[src/rtl/stopwatch_pkg.sv]
// Shared types and constants for the stopwatch/timer: FSM states, count modes,
// BCD limits and the load-value helpers used by the control FSM.
package stopwatch_pkg;

    typedef enum logic [2:0] {
        ST_IDLE  = 3'd0,
        ST_LOAD  = 3'd1,
        ST_RUN   = 3'd2,
        ST_PAUSE = 3'd3,
        ST_DONE  = 3'd4
    } state_t;

    typedef enum logic [1:0] {
        MODE_UP0 = 2'b00,
        MODE_UPP = 2'b01,
        MODE_DN9 = 2'b10,
        MODE_DNP = 2'b11
    } mode_t;

    localparam logic [15:0] BCD_ZERO = 16'h0000;
    localparam logic [15:0] BCD_MAX  = 16'h9999;

    // Value restored by clear (and by auto-reload): up modes return to zero.
    function automatic logic [15:0] base_val(input mode_t m, input logic [15:0] p);
        case (m)
            MODE_DN9: return BCD_MAX;
            MODE_DNP: return p;
            default:  return BCD_ZERO;
        endcase
    endfunction

    // Value loaded when a run starts.
    function automatic logic [15:0] start_val(input mode_t m, input logic [15:0] p);
        case (m)
            MODE_UPP: return p;
            MODE_DN9: return BCD_MAX;
            MODE_DNP: return p;
            default:  return BCD_ZERO;
        endcase
    endfunction

endpackage

[src/rtl/btn_edge.sv]
// Two-flop synchronizer followed by a registered rising-edge detector.
// A press produces exactly one pulse, three clocks after the input rises.
module btn_edge (
    input  logic clk,
    input  logic rst_n,
    input  logic btn,
    output logic pulse
);

    logic s1;
    logic s2;
    logic s2_d;

    always_ff @(posedge clk or negedge rst_n) begin
        if (!rst_n) begin
            s1    <= 1'b0;
            s2    <= 1'b0;
            s2_d  <= 1'b0;
            pulse <= 1'b0;
        end else begin
            s1    <= btn;
            s2    <= s1;
            s2_d  <= s2;
            pulse <= s2 & ~s2_d;
        end
    end

endmodule

[src/rtl/sw_timer_ctrl.sv]
// Stopwatch/timer control FSM: button pulses, tick prescaler and counter sequencing.
// Build option: define AUTO_RELOAD_EN to make down modes reload and keep running.
module sw_timer_ctrl
    import stopwatch_pkg::*;
#(
    parameter int CLK_HZ  = 100_000_000,
    parameter int TICK_HZ = 100
) (
    input  logic        clk,
    input  logic        rst_n,
    input  logic        btn_set,
    input  logic        btn_ss,
    input  logic        btn_clr,
    input  logic [1:0]  mode,
    input  logic [15:0] preset,
    input  logic        cnt_term,
    output logic        cnt_load,
    output logic [15:0] cnt_load_val,
    output logic        cnt_en,
    output logic        cnt_up,
    output logic        running,
    output logic        done,
    output logic [2:0]  dbg_state
);

    localparam int DIV = CLK_HZ / TICK_HZ;
    localparam int PW  = (DIV > 1) ? $clog2(DIV) : 1;
    localparam logic [PW-1:0] PRESC_LAST = PW'(DIV - 1);

    state_t        state;
    state_t        state_nxt;
    mode_t         mode_r;
    logic [15:0]   preset_r;
    logic [PW-1:0] presc;
    logic          tick_q;
    logic          entry_q;
    logic          set_p;
    logic          ss_p;
    logic          clr_p;

    btn_edge u_set (.clk(clk), .rst_n(rst_n), .btn(btn_set), .pulse(set_p));
    btn_edge u_ss  (.clk(clk), .rst_n(rst_n), .btn(btn_ss),  .pulse(ss_p));
    btn_edge u_clr (.clk(clk), .rst_n(rst_n), .btn(btn_clr), .pulse(clr_p));

    assign dbg_state = state;

    // cnt_load and cnt_en are mutually exclusive: every cnt_en path excludes a load.
    always_comb begin
        state_nxt    = state;
        cnt_load     = 1'b0;
        cnt_load_val = base_val(mode_r, preset_r);
        cnt_en       = 1'b0;
        running      = (state == ST_RUN);
        done         = (state == ST_DONE);
        cnt_up       = (state != ST_IDLE) & ~mode_r[1];
        if (clr_p) begin
            state_nxt = ST_IDLE;
            cnt_load  = 1'b1;
        end else begin
            case (state)
                ST_IDLE: begin
                    if (ss_p) state_nxt = ST_LOAD;
                end
                ST_LOAD: begin
                    cnt_load     = 1'b1;
                    cnt_load_val = start_val(mode_r, preset_r);
                    state_nxt    = ST_RUN;
                end
                ST_RUN: begin
                    // The step that would pass the terminal value is withheld.
                    if (tick_q && cnt_term) begin
`ifdef AUTO_RELOAD_EN
                        if (mode_r[1]) begin
                            cnt_load = 1'b1;
                            done     = 1'b1;
                        end else begin
                            state_nxt = ST_DONE;
                        end
`else
                        state_nxt = ST_DONE;
`endif
                    end else if (entry_q && cnt_term) begin
                        state_nxt = ST_DONE;
                    end else begin
                        cnt_en = tick_q;
                        if (ss_p) state_nxt = ST_PAUSE;
                    end
                end
                ST_PAUSE: begin
                    if (ss_p) state_nxt = ST_RUN;
                end
                default: ;
            endcase
        end
    end

    always_ff @(posedge clk or negedge rst_n) begin
        if (!rst_n) begin
            state    <= ST_IDLE;
            mode_r   <= MODE_UP0;
            preset_r <= BCD_ZERO;
            entry_q  <= 1'b0;
        end else begin
            state   <= state_nxt;
            entry_q <= (state == ST_LOAD);
            if (state == ST_IDLE && ss_p && !clr_p)
                mode_r <= mode_t'(mode);
            if ((state == ST_IDLE || state == ST_PAUSE) && set_p && !clr_p)
                preset_r <= preset;
        end
    end

    // A wrap while leaving RUN stays pending in tick_q and is issued on resume.
    always_ff @(posedge clk or negedge rst_n) begin
        if (!rst_n) begin
            presc  <= '0;
            tick_q <= 1'b0;
        end else begin
            case (state)
                ST_RUN: begin
                    tick_q <= (presc == PRESC_LAST);
                    presc  <= (presc == PRESC_LAST) ? '0 : presc + PW'(1);
                end
                ST_PAUSE, ST_DONE: ;
                default: begin
                    presc  <= '0;
                    tick_q <= 1'b0;
                end
            endcase
        end
    end

endmodule

[config.mk]
export PLATFORM = sky130hd
export DESIGN_NAME = sw_timer_ctrl
export DESIGN_NICKNAME = d
export VERILOG_FILES = /design/src/rtl/stopwatch_pkg.sv /design/src/rtl/btn_edge.sv /design/src/rtl/sw_timer_ctrl.sv
export SDC_FILE = /design/constraint.sdc
export NUM_CORES = 1
export LEC_CHECK = 0
export CAP_MARGIN = 20
export CORE_MARGIN = 2
export CORE_UTILIZATION = 43
export CTS_CLUSTER_DIAMETER = 120
export DETAILED_ROUTE_END_ITERATION = 7
export GPL_TIMING_DRIVEN = 0
export HOLD_SLACK_MARGIN = 0.03
export PLACE_DENSITY_LB_ADDON = 0.3
export SLEW_MARGIN = 20
export SYNTH_ARGS = -nofsm -noshare
export SYNTH_HDL_FRONTEND = slang
export SYNTH_SLANG_ARGS = --single-unit
[constraint.sdc]
create_clock -name clk -period 1.9 [get_ports clk]
set_input_delay 0.38 -clock clk [delete_from_list [all_inputs] [get_ports clk]]
set_output_delay 0.38 -clock clk [all_outputs]
set_load 0.05 [all_outputs]
==> summary.md <==
The maximum net fanout on the critical path came out at 5. The per-instance average area after synthesis was 10.73 µm². Clock tree synthesis inserted a total of 5 buffers. The hold violation total from the final report is 0, and the power density of the placed cells is 1261 nW/µm². The post-layout worst setup margin was -177.6 ps; the hold buffer count at CTS was 0. For the worst-skew pair, the clock arrives at the later sink with an insertion delay of 310 ps. For the number of cells produced by synthesis, the log shows 249. For the number of antenna violations at the first check in global routing, the log shows 0.

The min-delay analysis places its worst path in the category in -> async. Compared with the post-synthesis result, the final layout area differs by 49.48%. The tools report the number of global-route vias before repair as 2,056.

Counting tap cells, the placed design contains a total of 371 instances. The number of sinks on the clock net was 55; the fraction of final layout cells sized beyond drive strength 1 was 45.70%. By area the synthesized netlist is led by sky130_fd_sc_hd__dfrtp_1 51%, sky130_fd_sc_hd__mux2_2 7.6%, sky130_fd_sc_hd__a21oi_1 3.4%.

The vias per cell is 5.488. The tools report the antenna diode instance count as 0. After floorplanning, the core was divided into 28 placement rows. The library cell with the highest instance count after synthesis is sky130_fd_sc_hd__dfrtp_1. The routed wirelength normalized by instance count came out at 15.34 µm. Setup repair after global routing could not meet its margin everywhere. The proportion of synthesized flip-flops having asynchronous set or reset is 100.0%. The first global-routing pass estimated 10,160 µm of wire.

In this run, distinct cell masters in the synthesized netlist total 53. Top flip-flop cell by instance count after synthesis: sky130_fd_sc_hd__dfrtp_1. Path type of the worst setup path: reg -> out.

The pre-antenna-repair detailed-routing pass consisted of 4 iterations. The number of nets in the synthesized netlist is 274. In the global route stage, overall resource usage came out at 18.31%. Dividing the final minimum period by the clock period gives 109.3%. Clock-pin slew was measured on the worst setup and hold paths at 100 ps. The run finished, with violations left. Across the VDD grid, the largest voltage drop is 1182 µV.

At the end of routability-driven placement, the weighted congestion stood at 0.8556. Final standard cell utilization of the core: 67.08%. The clock tree root driver cell is sky130_fd_sc_hd__clkbuf_8. The worst slew margin relative to its limit was 54.76%; the total half-perimeter wirelength after legalization and detailed placement was 3889 µm. The share of synthesized area in the top cell type comes to 51.50%.

The largest clock skew in the final design was 9.672 ps; the static power due to leakage was 1.743 nW. At the worst endpoint, the arrival time is 1700 ps. The type of element capturing the critical path was a primary output. After the last flow step, the layout net total stands at 361.

Final max-slew violation count: 0. The tools report the DRC violation count after routing as 0. The clock passes through at most 2 buffers. The commonest cells after synthesis are 55 x sky130_fd_sc_hd__dfrtp_1, 18 x sky130_fd_sc_hd__a21oi_1, 18 x sky130_fd_sc_hd__mux2_2. The die is 82.84 µm wide. In this run the vertical extent of the chip is 82.84 µm. The via count of the routed design came out at 2,261. Summing every instance area after synthesis gives 2673 µm². The library cell occupying the most area in the post-synthesis netlist is sky130_fd_sc_hd__dfrtp_1. For this design the top-level I/O count stands at 48. The transition time at the pin with the least slew margin came out at 678.6 ps. The synthesized design contains 55 register bits. Setup violations remaining at the end of the flow were counted as 19. The initial core utilization was 44.87%. The number of H-tree levels is 2. Entering global routing, the biggest net connects 56 pins. Minimum clock period after layout: 2078 ps. The area of the core is 5956 µm². After global routing the overflow that remains totals 0. The checks that failed: setup timing. Type of element launching the critical path: a flop.

The run gives 1520 ps as the required arrival time at the worst endpoint. TritonCTS built the clock tree. Buffers placed on the I/O ports in this run total 47.

The total of warnings raised by yosys is 0. Share of the yosys chip area belonging to registers: 51.50%. The highest clock rate is 481.3 MHz, and the die area is 6862 µm². Yosys mapped a number of flops with a built-in enable equal to 0. The logs give 6320 µm for the post-detailed-routing wire length and 412 for the non-filler instance count after layout. The detailed router finished its first iteration with 160 violations.

For the max capacitance violation total, the log shows 0. The run gives 0 as the final antenna-violating net count.
-- critical path, stage by stage (launching register included) --
cell and delay, ps:
sky130_fd_sc_hd__dfrtp_2 460, sky130_fd_sc_hd__or3_4 420, sky130_fd_sc_hd__nor4b_4 300, sky130_fd_sc_hd__buf_6 200
-- where the power goes --
part           switching [mW]  internal (mW)
sequential              0.140           1.40
clock                   0.398          0.265
combinational            1.55           1.29
-- cells by family (layout without fill, tap and decap cells) --
| group | after synthesis | after routing | synth area share (%) |
|---|---|---|---|
| XOR/XNOR | 1 | 1 | 0.3278 |
| multiplexers | 20 | 20 | 8.333 |
| AO/OA/AOI/OAI | 53 | 53 | 13.72 |
| AND/OR/NAND/NOR | 89 | 89 | 18.96 |
| flip-flops | 55 | 55 | 51.50 |
| buffers and inverters | 30 | 118 | 6.695 |
| adder cells (fa/ha/maj) | 1 | 1 | 0.4681 |
-- per-stage QoR --
| step | setup TNS (ps) | power, mW | setup slack, ps | hold slack, ps | instance area, µm² |
|---|---|---|---|---|---|
| 6_report | -2739 | 5.039 | -177.6 | 96.45 | 3995 |
| 5_1_grt | -4900 | 5.278 | -273.9 | 155.1 | 3995 |
| 4_1_cts | -5686 | 4.946 | -317.1 | 121.6 | 3801 |
| 3_5_place_dp | -13820 | 3.912 | -716.8 | 337.8 | 3402 |
| 3_3_place_gp | -81450 | 3.869 | -1438 | 334.4 | 3405 |
| 2_1_floorplan | -1723 | 3.291 | -363.7 | 84.41 | 2840 |
-- layout by cell type (no fill, tap or decap), types with 7 or more instances in the layout --
cell type	n
sky130_fd_sc_hd__a21oi_4	9
sky130_fd_sc_hd__nor2_1	9
sky130_fd_sc_hd__buf_6	21
sky130_fd_sc_hd__buf_8	9
sky130_fd_sc_hd__dfrtp_2	7
sky130_fd_sc_hd__inv_1	16
sky130_fd_sc_hd__clkdlybuf4s50_1	22
sky130_fd_sc_hd__nand2_1	14
sky130_fd_sc_hd__a21oi_1	7
sky130_fd_sc_hd__and2_4	8
sky130_fd_sc_hd__dfrtp_1	48
sky130_fd_sc_hd__nand3_1	12
sky130_fd_sc_hd__mux2_2	18
sky130_fd_sc_hd__buf_4	31
-- layout make-up --
type	instances	area, µm²
timing repair buffer	84	864.6
clock inverter	3	22.52
clock buffer	5	68.82
sequential	55	1385
buffer	8	80.08
inverter	18	80.08
fill	434	1961
tap	75	93.84
multi-input combinational	164	1400
-- layer usage --
layer	share of wire (%)	track usage, %
met1	44	25.39
met3	4.7	3.777
met5	0	0
met2	50	29.11
met4	1.1	5.514
-- sequential cells by signal, indices dropped and copies added, names as in the netlist --
signal       count
u_clr.s1         1
u_clr.pulse      1
u_set.s2         1
u_ss.pulse       1
mode_r           2
u_ss.s2_d        1
u_set.s1         1
u_set.pulse      1
entry_q          1
presc           20
u_clr.s2_d       1
preset_r        16
u_set.s2_d       1
u_ss.s2          1
tick_q           1
u_ss.s1          1
dbg_state        3
u_clr.s2         1
-- what timing repair did --
action | 4_1_cts | 5_1_grt
buffers inserted | 21 | 14
cloned | 1 | 1
gates resized for setup | 176 | 32
setup endpoints to repair | 39 | 51
pin swaps | 16 | 21
-- final timing paths --
| path | slack, ps | cells past startpoint | end | start |
|---|---|---|---|---|
| worst max-delay path | -180 | 3 | cnt_en | dbg_state[0] |
| worst min-delay path | 100 | 1 | presc[0] | rst_n |
| worst max register to register | -10 | 8 | presc[2] | presc[15] |
| worst min register to register | 360 | 0 | u_ss.s2 | u_ss.s1 |
| max in group asynchronous | 1310 | 1 | dbg_state[1] | rst_n |
| min in group clk | 360 | 0 | u_ss.s2 | u_ss.s1 |
No activity file was read; power rests on OpenSTA's default activity.
